--- config.mk ---
export PLATFORM = sky130hd
export DESIGN_NAME = mux_rr_arbiter_flat
export DESIGN_NICKNAME = d
export VERILOG_FILES = /design/src/rtl/ec_arb_pkg.sv /design/src/rtl/mux_rr_arbiter_if.sv /design/src/rtl/gen_mux.sv /design/src/rtl/mux_rr_arbiter.sv /design/src/flat_wrapper.sv
export SDC_FILE = /design/constraint.sdc
export NUM_CORES = 1
export LEC_CHECK = 0
export ABC_AREA = 0
export CAP_MARGIN = 20
export CORE_MARGIN = 1
export CORE_UTILIZATION = 43
export DETAILED_ROUTE_END_ITERATION = 10
export GPL_ROUTABILITY_DRIVEN = 0
export HOLD_SLACK_MARGIN = 0.12
export PLACE_DENSITY = 0.84
export SLEW_MARGIN = 20
export SYNTH_ARGS = -nofsm -noshare
export SYNTH_HDL_FRONTEND = slang
export SYNTH_SLANG_ARGS = --single-unit
--- constraint.sdc ---
create_clock -name clk -period 4.4 [get_ports clk]
set_input_delay 0.44 -clock clk [delete_from_list [all_inputs] [get_ports clk]]
set_output_delay 0.44 -clock clk [all_outputs]
set_load 0.05 [all_outputs]
--- src/rtl/ec_arb_pkg.sv ---
// ec_arb_pkg: shared arbiter state type and round-robin pointer helper
package ec_arb_pkg;
  typedef enum logic {IDLE, GRANT} state_t;
  function automatic int rr_next(input int ptr, input int n);
    return (ptr >= n - 1) ? 0 : ptr + 1;
  endfunction
endpackage

--- src/rtl/mux_rr_arbiter_if.sv ---
// mux_rr_arbiter_if: requester bundle plus downstream channel of the arbiter
interface mux_rr_arbiter_if #(
  parameter int DATA_WIDTH = 8,
  parameter int INPUTS_NUM = 3
);
  localparam int SELECT_WIDTH = $clog2(INPUTS_NUM);
  logic [INPUTS_NUM-1:0] req_valid;
  logic [INPUTS_NUM-1:0] req_last;
  logic [DATA_WIDTH-1:0] req_data [INPUTS_NUM];
  logic [INPUTS_NUM-1:0] req_ready;
  logic out_valid;
  logic out_last;
  logic [DATA_WIDTH-1:0] out_data;
  logic out_ready;
  logic [SELECT_WIDTH-1:0] sel;
  logic busy;
  modport master (
    output req_valid, req_last, req_data, out_ready,
    input req_ready, out_valid, out_last, out_data, sel, busy
  );
  modport slave (
    input req_valid, req_last, req_data, out_ready,
    output req_ready, out_valid, out_last, out_data, sel, busy
  );
endinterface

--- src/rtl/gen_mux.sv ---
// gen_mux: generic N-to-1 data word multiplexer, out-of-range select yields zero
module gen_mux #(
  parameter int DATA_WIDTH = 8,
  parameter int INPUTS_NUM = 3
) (
  input  logic [DATA_WIDTH-1:0]         inputs_arr [INPUTS_NUM],
  input  logic [$clog2(INPUTS_NUM)-1:0] sel,
  output logic [DATA_WIDTH-1:0]         out
);
  localparam int SELECT_WIDTH = $clog2(INPUTS_NUM);
  // one-hot compare per input keeps the index safely bounded
  always_comb begin
    out = '0;
    for (int i = 0; i < INPUTS_NUM; i++)
      if (sel == SELECT_WIDTH'(i)) out = inputs_arr[i];
  end
endmodule

--- src/rtl/mux_rr_arbiter.sv ---
// mux_rr_arbiter: packet-aware round-robin arbiter sharing one channel among requesters
module mux_rr_arbiter
  import ec_arb_pkg::*;
#(
  parameter int DATA_WIDTH = 8,
  parameter int INPUTS_NUM = 3,
  parameter int MAX_BURST  = 16
) (
  input logic clk,
  input logic rst_n,
  mux_rr_arbiter_if.slave bus
);
  localparam int SELECT_WIDTH = $clog2(INPUTS_NUM);
  localparam int CNT_WIDTH = (MAX_BURST > 0) ? $clog2(MAX_BURST + 1) : 1;
  state_t state;
  logic [SELECT_WIDTH-1:0] sel;
  logic [SELECT_WIDTH-1:0] prio_ptr;
  logic [SELECT_WIDTH-1:0] pick;
  logic found;
  logic [CNT_WIDTH-1:0] beat_cnt;
  logic granted;
  logic burst_end;
  logic beat;
  // first valid requester at or after prio_ptr, wrapping around
  always_comb begin
    found = 1'b0;
    pick = '0;
    for (int i = 0; i < INPUTS_NUM; i++) begin
      int idx;
      idx = int'(prio_ptr) + i;
      idx = (idx >= INPUTS_NUM) ? idx - INPUTS_NUM : idx;
      if (!found && bus.req_valid[idx]) begin
        found = 1'b1;
        pick = SELECT_WIDTH'(idx);
      end
    end
  end
  assign granted   = (state == GRANT);
  assign burst_end = (MAX_BURST != 0) && (int'(beat_cnt) == MAX_BURST - 1);
  assign beat      = bus.out_valid && bus.out_ready;
  assign bus.out_valid = granted && bus.req_valid[sel];
  assign bus.out_last  = granted && (bus.req_last[sel] || burst_end);
  assign bus.req_ready = granted ? (INPUTS_NUM'(bus.out_ready) << sel) : '0;
  assign bus.sel  = sel;
  assign bus.busy = granted;
  gen_mux #(
    .DATA_WIDTH(DATA_WIDTH),
    .INPUTS_NUM(INPUTS_NUM)
  ) u_mux (
    .inputs_arr(bus.req_data),
    .sel(sel),
    .out(bus.out_data)
  );
  // arbitrate in IDLE, hold the grant until a last or forced-release beat
  always_ff @(posedge clk or negedge rst_n) begin
    if (!rst_n) begin
      state <= IDLE;
      sel <= '0;
      prio_ptr <= '0;
      beat_cnt <= '0;
    end else if (state == IDLE) begin
      if (found) begin
        state <= GRANT;
        sel <= pick;
        beat_cnt <= '0;
      end
    end else if (beat) begin
      beat_cnt <= beat_cnt + CNT_WIDTH'(1);
      if (bus.out_last) begin
        state <= IDLE;
        prio_ptr <= SELECT_WIDTH'(rr_next(int'(sel), INPUTS_NUM));
      end
    end
  end
endmodule

--- src/flat_wrapper.sv ---
// flat-port wrapper written by rule: the top's interface ports become plain ports
module mux_rr_arbiter_flat import ec_arb_pkg::*;
#(
  parameter int DATA_WIDTH = 8,
  parameter int INPUTS_NUM = 3,
  parameter int MAX_BURST  = 16
)
  (clk, rst_n, bus_req_valid, bus_req_last, bus_req_data, bus_out_ready, bus_req_ready, bus_out_valid, bus_out_last, bus_out_data, bus_sel, bus_busy);
  mux_rr_arbiter_if #(.DATA_WIDTH(DATA_WIDTH), .INPUTS_NUM(INPUTS_NUM)) bus_i ();
  input logic clk;
  input logic rst_n;
  input wire logic [$bits(bus_i.req_valid)-1:0] bus_req_valid;
  input wire logic [$bits(bus_i.req_last)-1:0] bus_req_last;
  input wire logic [$bits(bus_i.req_data)-1:0] bus_req_data;
  input wire logic [$bits(bus_i.out_ready)-1:0] bus_out_ready;
  output wire logic [$bits(bus_i.req_ready)-1:0] bus_req_ready;
  output wire logic [$bits(bus_i.out_valid)-1:0] bus_out_valid;
  output wire logic [$bits(bus_i.out_last)-1:0] bus_out_last;
  output wire logic [$bits(bus_i.out_data)-1:0] bus_out_data;
  output wire logic [$bits(bus_i.sel)-1:0] bus_sel;
  output wire logic [$bits(bus_i.busy)-1:0] bus_busy;
  assign bus_i.req_valid = bus_req_valid;
  assign bus_i.req_last = bus_req_last;
  assign bus_i.req_data = {>>{bus_req_data}};
  assign bus_i.out_ready = bus_out_ready;
  assign bus_req_ready = bus_i.req_ready;
  assign bus_out_valid = bus_i.out_valid;
  assign bus_out_last = bus_i.out_last;
  assign bus_out_data = bus_i.out_data;
  assign bus_sel = bus_i.sel;
  assign bus_busy = bus_i.busy;
  mux_rr_arbiter #(.DATA_WIDTH(DATA_WIDTH), .INPUTS_NUM(INPUTS_NUM), .MAX_BURST(MAX_BURST)) u_core (.clk(clk), .rst_n(rst_n), .bus(bus_i));
endmodule
==> run_results.csv, run 1 <==
group,metric,value,unit
synthesis,yosys_warnings,0,
timing,slew-limit-headroom,0.4780,
synthesis,yosysUniqueCellTypes,40,
worst_setup_path,r2r-end,"u_core.prio_ptr[0]",
clock_tree,cts_root_buffer,"clkbuf_4",
route,drt_wl_total,2.815,mm
floorplan,chipWidth,49.83,um
worst_setup_path,regToRegSetupSlack,2.25,ns
global_routing,grt_util_all_layers,0.2573,
floorplan,initial_utilization,0.4769,
timing,fin_crit,3.192,ns
clock_tree,clk_latency,0.27,ns
synthesis,syn_nets,155,
finish,final_common_cell,"clkdlybuf4s50_1",
worst_setup_path,critPathMaxFanout,18,
floorplan,core_area,0.002062,mm2
clock_tree,hold_buffers,0,
worst_setup_path,path_class,"reg2out",
floorplan,io_pins,49,
place,port_buffers,48,
route,avgRoutedWirePerCell,14.97,um
hold_path,hold_class,"in2async",
clock_tree,cts_buffers,3,
route,routed_via_density,5.426,
synthesis,syn_avg_cell_area,8.478,um2
synthesis,yosys.area.top_type,"dfrtp_1",
timing,fin_skew,0.003613,ns
clock_tree,cts_tree,"done",
global_routing,grt_max_degree,19,
timing,setup_viol,0,
floorplan,rows,16,
timing,hold_violations,0,
timing,finalMaxSlewViolations,0,
clock_tree,postCtsSetupRepairBufs,0,
synthesis,ys_seq_area_frac,0.2545,
timing,tns,0,ns
clock_tree,clock-sinks,10,
worst_setup_path,cp_data_arrival_time,2.75,ns
power,leakage,0.6007,nW
finish,n_antenna_cell,0,
synthesis,synth_area,983.4,um2
timing,rsz0062_at_grt,"false",
worst_setup_path,crit_path_max_incr_delay,0.79,ns
worst_setup_path,cp-end-kind,"output port",
finish,drive_gt1_frac,0.06211,
floorplan,fp.dieH,49.83,um
global_routing,grt_pass1_vias,1066,
worst_setup_path,reg2reg_from,"u_core.bus.sel[0]",
finish,final_cell_mix,"clkdlybuf4s50_1, nand2_1, mux2i_1, o21ai_0, dfrtp_1",
route,drt_first_pass_iters,5,
route,antenna_left,0,
global_routing,antenna_found_initial,0,
clock_tree,htreeDepth,1,
worst_setup_path,cp_slowest_cell,"clkdlybuf4s50_1",
power,power.total,1.017,mW
worst_setup_path,startpoint_type,"register",
global_routing,overflow,0,
timing,worst_pin_slew,0.7830,ns
synthesis,syn_inst,116,
global_routing,grt_pass1_wl,4.823,mm
synthesis,synth.top_cell.area_share,0.2545,
finish,synthToLayoutAreaGrowth,51.02,%
outcome,status,"finished, final reports clean",
finish,nets,201,
timing,clock.fmax,313.3,MHz
clock_tree,clk_pin_slew,0.07,ns
route,drt_iter0_markers,24,
power,peakVddDrop,0.4530,mV
synthesis,synthTopCellsByArea,"dfrtp_1, mux2i_1, ha_1",
worst_setup_path,critPathRequiredTime,3.96,ns
synthesis,synth.ff_latch_count,10,
route,vias,1020,
clock_tree,clk_path_buf_depth,2,
worst_setup_path,worstPathCellList,"nor2b_2, a21oi_1, o21ai_0, and2_1, clkdlybuf4s50_1",
place,dp_hpwl,2.243,mm
power,powerDensity,685.0,mW/mm2
flow_run,maxCapViolCount,0,
route,drc,0,
timing,fin_crit_sh,0.7255,
clock_tree,cts_resized,0,
worst_setup_path,reg2reg_depth,5,
floorplan,dieArea,0.002483,mm2
-- cell usage after synthesis (all sizes together) --
| cell | n |
|---|---|
| nor2 | 5 |
| a211oi | 1 |
| a41o | 1 |
| clkbuf | 2 |
| o31ai | 1 |
| mux2i | 13 |
| a21oi | 4 |
| o32a | 2 |
| nor3b | 1 |
| a31o | 2 |
| o21bai | 1 |
| mux2 | 1 |
| inv | 6 |
| a22o | 3 |
| a31oi | 1 |
| and2 | 2 |
| a211o | 1 |
| and3 | 1 |
| a32o | 1 |
| and2b | 1 |
| o22ai | 2 |
| dfrtp | 10 |
| ha | 6 |
| nand2b | 4 |
| o21ai | 12 |
| nand3 | 2 |
| buf | 5 |
| o2bb2ai | 2 |
| a22oi | 1 |
| nor3 | 2 |
| xnor2 | 2 |
| nor2b | 3 |
| nand2 | 15 |
-- cell type report --
cell class | count | area, um2
inverter | 6 | 22.52
sequential | 10 | 250.2
fill | 166 | 576.8
timing repair buffer | 48 | 480.5
tap | 27 | 33.78
clock buffer | 4 | 36.28
multi-input combinational | 93 | 661.9
-- through the flow --
stage	cells	utilization	setup WS [ns]	cell area [um2]	hold slack (ns)
after CTS	188	0.7203	1.198	1485	0.4944
after detailed placement	184	0.7027	1.514	1449	0.5242
after global routing	188	0.7203	1.003	1485	0.5190
after floorplan	116	-	1.516	983.4	0.1444
final	188	0.7203	1.208	1485	0.4865
after global placement	184	0.7027	1.550	1449	0.5093
-- critical path: cells and delay by family, from the launching register on --
family                 cells  cell delay, ns
AND/OR/NAND/NOR            2            0.67
flip-flops                 1            0.67
AO/OA/AOI/OAI              2            0.35
buffers and inverters      1            0.79
-- registers in the layout, indices dropped and copies added, names as in the netlist --
name,count
u_core.prio_ptr,2
u_core.bus.sel,2
u_core.bus.busy,1
u_core.beat_cnt,5
-- where the power goes --
| group | switching, mW | internal (mW) | leakage (nW) |
|---|---|---|---|
| clock | 0.0345 | 0.0503 | 0.0210 |
| combinational | 0.443 | 0.300 | 0.457 |
| sequential | 0.0652 | 0.124 | 0.122 |
| total | 0.542 | 0.475 | 0.601 |
-- layer usage --
layer / part of all wire / wire length (um) / vias up / GRT usage
met4: 0.021 / 60 / 0 / 0.06667
li1: - / - / 510 / -
met2: 0.51 / 1432 / 24 / 0.4527
met5: 0 / 0 / - / 0
met1: 0.44 / 1232 / 478 / 0.3093
met3: 0.032 / 90 / 8 / 0.06173
-- logic make-up (layout without fill, tap and decap cells) --
logic type,Yosys count,count (layout),synth area share
and+or+nand+nor,36,36,0.1807
AOI/OAI and AO/OA,35,35,0.2507
muxes,14,14,0.1476
buffers and inverters,13,58,0.07251
DFF,10,10,0.2545
adders and majority gates,6,6,0.07633
xor gates and xnor gates,2,2,0.01781
-- worst max-delay path by stage --
stage	startpoint	end	slack (ns)	cells past startpoint
after floorplan	u_core.bus.sel[0]	bus_out_data[0]	1.52	4
after global placement	u_core.bus.sel[0]	bus_out_last	1.55	4
after detailed placement	u_core.bus.sel[0]	bus_out_last	1.51	4
after CTS	u_core.bus.sel[0]	bus_out_last	1.20	5
after global routing	u_core.bus.sel[0]	bus_out_last	1.00	5
final	u_core.bus.sel[0]	bus_out_last	1.21	5
Note: power is estimated with default switching activity, not from simulation.
==> run 2: changes to the inputs <==
CORE_UTILIZATION = 40   (was 43)
PLACE_DENSITY = 0.79   (was 0.84)
clock period = 3 ns   (was 4.4 ns; I/O delays follow)
==> run_results.csv, run 2 (synthesis gave the netlist of run 1 again) <==
group,metric,value,unit
clock_tree,cts_resized,0,
timing,tns,0,ns
finish,drive_gt1_frac,0.07407,
worst_setup_path,crit_path_max_incr_delay,0.80,ns
timing,worst_slack,0.2100,ns
hold_path,hold_class,"in2async",
floorplan,core_area,0.002255,mm2
route,drt_wl_total,2.852,mm
route,drt_iter0_markers,28,
global_routing,overflow,0,
place,dp_hpwl,2.279,mm
floorplan,initial_utilization,0.4362,
finish,synthToLayoutAreaGrowth,51.65,%
worst_setup_path,cp_num_cells,4,
clock_tree,clk_path_buf_depth,2,
worst_setup_path,cp_data_arrival_time,2.49,ns
route,avgRoutedWirePerCell,15.01,um
power,switching_share,0.5356,
finish,final_core_util,0.6615,
power,peakVddDrop,0.6092,mV
clock_tree,cts_tree,"done",
worst_setup_path,reg2reg_depth,5,
timing,setup_viol,0,
power,pwr-share-seq,0.173,
worst_setup_path,critPathRequiredTime,2.70,ns
floorplan,chipWidth,51.59,um
timing,fin_skew,0.001896,ns
worst_setup_path,path_buf_inv,1,
route,routed_via_density,5.511,
timing,fin_crit_sh,0.9300,
finish,nets,202,
power,switching_power,805.0,uW
clock_tree,cts_root_buffer,"clkbuf_4",
global_routing,antenna_found_initial,0,
finish,finalInstanceArea,0.001491,mm2
route,drc,0,
flow_run,maxCapViolCount,0,
worst_setup_path,path_class,"reg2out",
clock_tree,cts_buffers,3,
power,leakage,0.6070,nW
global_routing,grt_pass1_vias,1027,
finish,final_cell_mix,"clkdlybuf4s50_1, nand2_1, mux2i_1, o21ai_0, dfrtp_1",
outcome,status,"finished, final reports clean",
timing,rsz0062_at_grt,"false",
timing,finalMaxSlewViolations,0,
worst_setup_path,startpoint_type,"register",
floorplan,fp.dieH,51.59,um
route,antenna_left,0,
power,powerDensity,1008,mW/mm2
clock_tree,clk_pin_slew,0.07,ns
power,power.total,1.503,mW
clock_tree,htreeDepth,1,
floorplan,io_pins,49,
finish,final-instance-count-excl-fill,190,
worst_setup_path,critPathMaxFanout,16,
place,port_buffers,48,
finish,reg_top3,"u_core.beat_cnt x5, u_core.bus.sel x2, u_core.prio_ptr x2",
timing,slew-limit-headroom,0.4931,
route,vias,1047,
finish,final_common_cell,"clkdlybuf4s50_1",
timing,hold_violations,0,
worst_setup_path,cp-end-kind,"output port",
timing,fin_crit,2.790,ns
floorplan,rows,17,
place,place_inst,186,
power,p_comb_frac,0.744,
worst_setup_path,cp_slowest_cell,"clkdlybuf4s50_1",
route,drt_first_pass_iters,4,
timing,worst_pin_slew,0.7524,ns
global_routing,grt_max_degree,17,
global_routing,grt_pass1_wl,4.809,mm
finish,largest_reg_flops,5,
place,post-place-ws,0.5242,ns
power,intPower,698.0,uW
place,place_area,0.001455,mm2
global_routing,grt_util_all_layers,0.2415,
finish,largest_register,"u_core.beat_cnt",
power,power.clock.fraction,0.084,
clock_tree,hold_buffers,0,
worst_setup_path,worstPathCellList,"nor2b_2, o2bb2ai_2, and2_1, clkdlybuf4s50_1",
timing,hold_slack,0.3347,ns
clock_tree,clk_latency,0.28,ns
timing,clock.fmax,358.4,MHz
clock_tree,postCtsSetupRepairBufs,0,
worst_setup_path,path_delay_family,"buffers and inverters",
finish,n_antenna_cell,0,
clock_tree,clock-sinks,10,
floorplan,dieArea,0.002661,mm2
==> run 2: changes by cell type in the layout (fill, tap and decap cells not counted), sizes merged <==
| cell | delta |
|---|---|
| clkdlybuf4s50 | -1 |
| buf | +2 |
==> run 2: power groups by stage <==
stage	sequential, mW	combinational [mW]	clock (mW)
6_report	0.260	1.12	0.126
5_1_grt	0.270	1.19	0.135
4_1_cts	0.258	1.11	0.128
3_5_place_dp	0.261	1.11	0
3_3_place_gp	0.256	1.09	0
2_1_floorplan	0.270	0.797	0
==> run 2: per-layer routing <==
metal  track usage  up-vias  routed length, um
li1              -      510                  -
met1        0.2880      509               1202
met2        0.4307       23               1514
met3       0.07018        5                117
met4       0.04054        0                 18
met5             0        -                  0
==> run 2: layout make-up <==
cell class	instances	area, um2
clock buffers	4	36.28
fillers	199	763.2
inverters	6	22.52
multi-input cells	93	661.9
flip-flops and latches	10	250.2
well taps	28	35.03
repair buffers	49	485.5
==> run 2: worst register-to-register path, delay by kind of cell (launching register included) <==
family           cells  cell delay, ns
AND/OR/NAND/NOR      3            0.92
flip-flops           1            0.62
multiplexers         1            0.32
AO/OA/AOI/OAI        1            0.16
==> run 2: worst paths after layout <==
check,start,to,slack (ns)
min in group clk,u_core.beat_cnt[3],u_core.beat_cnt[3],0.54
max reg2reg,u_core.bus.sel[1],u_core.prio_ptr[0],0.86
min,rst_n,u_core.beat_cnt[2],0.33
max in group asynchronous,rst_n,u_core.prio_ptr[1],2.35
max,u_core.bus.sel[1],bus_out_valid,0.21
min reg2reg,u_core.beat_cnt[3],u_core.beat_cnt[3],0.54
==> run 3: changes to the inputs <==
SYNTH_HIERARCHICAL = 1   (was not set)
==> run_results.csv, run 3 <==
group,metric,value,unit
outcome,status,"finished, final reports clean",
floorplan,core_area,0.002276,mm2
synthesis,yosysMostFrequentCell,"mux2i_1",
route,dr_wl_met3,322,um
route,drt_wl_total,2.571,mm
route,wl_met1,1.020,mm
synthesis,synth_top_family_by_area,"compound AO/OA/AOI/OAI gates",
synthesis,synthAdderAreaFrac,0.07566,
route,antenna_left,0,
route,avgRoutedWirePerCell,14.36,um
synthesis,synth.ff_latch_count,10,
finish,multi_input_comb_area,661.9,um2
clock_tree,clk_pin_slew,0.07,ns
global_routing,overflow,0,
floorplan,chipWidth,51.81,um
route,drt_iter0_markers,28,
clock_tree,clk_path_buf_depth,2,
worst_setup_path,critPathMaxFanout,16,
finish,fill_cells,208,
finish,largest_register,"u_core/beat_cnt",
power,switching_share,0.5214,
synthesis,syn_inst,104,
floorplan,rows,17,
synthesis,synth-edff-count,0,
synthesis,muxShareOfSynthArea,0.1551,
global_routing,grt_pass1_wl,4.002,mm
floorplan,initial_utilization,0.4360,
synthesis,synth.top_cell.area_share,0.2522,
timing,hold_violations,0,
timing,fin_crit,2.686,ns
finish,largest_reg_flops,5,
route,vias,997,
synthesis,synth_common_cells,"mux2i_1, dfrtp_1, o2bb2ai_1",
timing,setup_viol,0,
power,power.clock.fraction,0.086,
worst_setup_path,cp_slowest_cell,"dfrtp_1",
route,wl_met2,1.214,mm
synthesis,ys_seq_area_frac,0.2522,
clock_tree,cts_root_buffer,"clkbuf_4",
worst_setup_path,worstPathCellList,"and2b_1, a21oi_1, o21ai_1, and2_1, clkdlybuf4s50_1",
timing,slew-limit-headroom,0.6292,
hold_path,hold_class,"in2async",
clock_tree,cts_tree,"done",
worst_setup_path,path_delay_family,"flip-flops",
route,drt_first_pass_iters,4,
clock_tree,clk_latency,0.27,ns
timing,fin_crit_sh,0.8954,
power,intPower,680.9,uW
worst_setup_path,path_buf_inv,1,
finish,final_cell_mix,"clkdlybuf4s50_1, mux2i_1, o2bb2ai_1, dfrtp_1",
global_routing,grt_max_degree,17,
clock_tree,hold_buffers,0,
synthesis,yosysUniqueCellTypes,39,
timing,worst_pin_slew,0.5563,ns
power,pwr-share-seq,0.182,
finish,drive_gt1_frac,0.07285,
place,port_buffers,48,
synthesis,synth_compound_area_frac,0.2522,
finish,reg_top3,"u_core/beat_cnt x5, u_core/bus.sel x2, u_core/prio_ptr x2",
synthesis,synth-main-ff-cell,"dfrtp_1",
timing,rsz0062_at_grt,"false",
synthesis,yosys.area.top_type,"dfrtp_1",
finish,seqCellArea,250.2,um2
power,leakage,0.6017,nW
route,drc,0,
power,peakVddDrop,0.6255,mV
synthesis,syn_avg_cell_area,9.540,um2
clock_tree,clock-sinks,10,
worst_setup_path,crit_path_max_incr_delay,0.69,ns
timing,tns,0,ns
route,top_layer,"met4",
timing,finalMaxSlewViolations,0,
place,dp_hpwl,2.058,mm
synthesis,synthTopCellsByArea,"dfrtp_1, mux2i_1, o2bb2ai_1",
route,routed_via_density,5.570,
synthesis,synth_area,992.2,um2
synthesis,syn_nets,143,
timing,hold_slack,0.3345,ns
power,switching_power,741.9,uW
synthesis,yosys_warnings,6,
clock_tree,cts_buffers,3,
finish,nets,191,
finish,final_common_cell,"clkdlybuf4s50_1",
finish,synthToLayoutAreaGrowth,50.95,%
worst_setup_path,critPathRequiredTime,2.70,ns
timing,clock.fmax,372.3,MHz
clock_tree,postCtsSetupRepairBufs,0,
timing,fin_skew,0.002475,ns
finish,n_antenna_cell,0,
clock_tree,htreeDepth,1,
power,power.total,1.423,mW
floorplan,dieArea,0.002684,mm2
worst_setup_path,path_class,"reg2out",
power,p_comb_frac,0.731,
worst_setup_path,startpoint_type,"register",
synthesis,yosys.area_share.simple,0.1753,
floorplan,fp.dieH,51.81,um
worst_setup_path,cp_data_arrival_time,2.39,ns
global_routing,grt_pass1_vias,894,
power,powerDensity,950.0,mW/mm2
synthesis,synth_xor_area_frac,0.008827,
worst_setup_path,cp-end-kind,"output port",
flow_run,maxCapViolCount,0,
synthesis,synth-async-reset-ratio,1.000,
global_routing,grt_util_all_layers,0.2023,
floorplan,io_pins,49,
clock_tree,cts_resized,0,
global_routing,antenna_found_initial,0,
[run 3: routing by layer]
metal,vias to the layer above,GRT usage
met3,2,0.06725
met5,-,0
li1,486,-
met4,0,0.05405
met2,56,0.3745
met1,453,0.2170
[run 3: layout make-up]
| class | instances | share of cell area |
|---|---|---|
| multi-input combinational | 81 | 0.4419 |
| timing repair buffer | 49 | 0.3258 |
| sequential | 10 | 0.1671 |
| clock buffer | 4 | 0.02423 |
| tap | 28 | 0.02339 |
| inverter | 7 | 0.01754 |
[run 3: metrics by stage]
stage | util | setup slack [ns] | instances | area [um2]
global route | 0.6581 | 0.1980 | 179 | 1498
finish | 0.6581 | 0.3137 | 179 | 1498
global placement | 0.6421 | 0.5290 | 175 | 1461
floorplan | - | 0.6429 | 104 | 992.2
detailed placement | 0.6421 | 0.4829 | 175 | 1461
CTS | 0.6581 | 0.3253 | 179 | 1498
[run 3: power by group through the flow]
stage	sequential (mW)	clock, mW	combinational [mW]
floorplan	0.276	0	0.762
global placement	0.256	0	1.01
detailed placement	0.262	0	1.04
CTS	0.259	0.124	1.04
global route	0.268	0.131	1.11
finish	0.260	0.123	1.04
[run 3: cells by family after synthesis]
| logic type | after synthesis |
|---|---|
| adders and majority gates | 6 |
| and+or+nand+nor | 29 |
| buffers and inverters | 13 |
| DFF | 10 |
| xor gates and xnor gates | 1 |
| muxes | 15 |
| AOI/OAI and AO/OA | 30 |
[run 3: path summary, 6_finish.rpt]
kind                       cells after the start                from  slack (ns)            endpoint
max                                            5   u_core/bus.sel[1]        0.31        bus_out_last
min                                            1               rst_n        0.33  u_core/beat_cnt[1]
max in group asynchronous                      1               rst_n        2.37   u_core/bus.sel[0]
min in group clk                               1  u_core/beat_cnt[4]        0.50  u_core/beat_cnt[4]
min reg2reg                                    1  u_core/beat_cnt[4]        0.50  u_core/beat_cnt[4]
max reg2reg                                    7  u_core/prio_ptr[0]        0.93  u_core/beat_cnt[0]
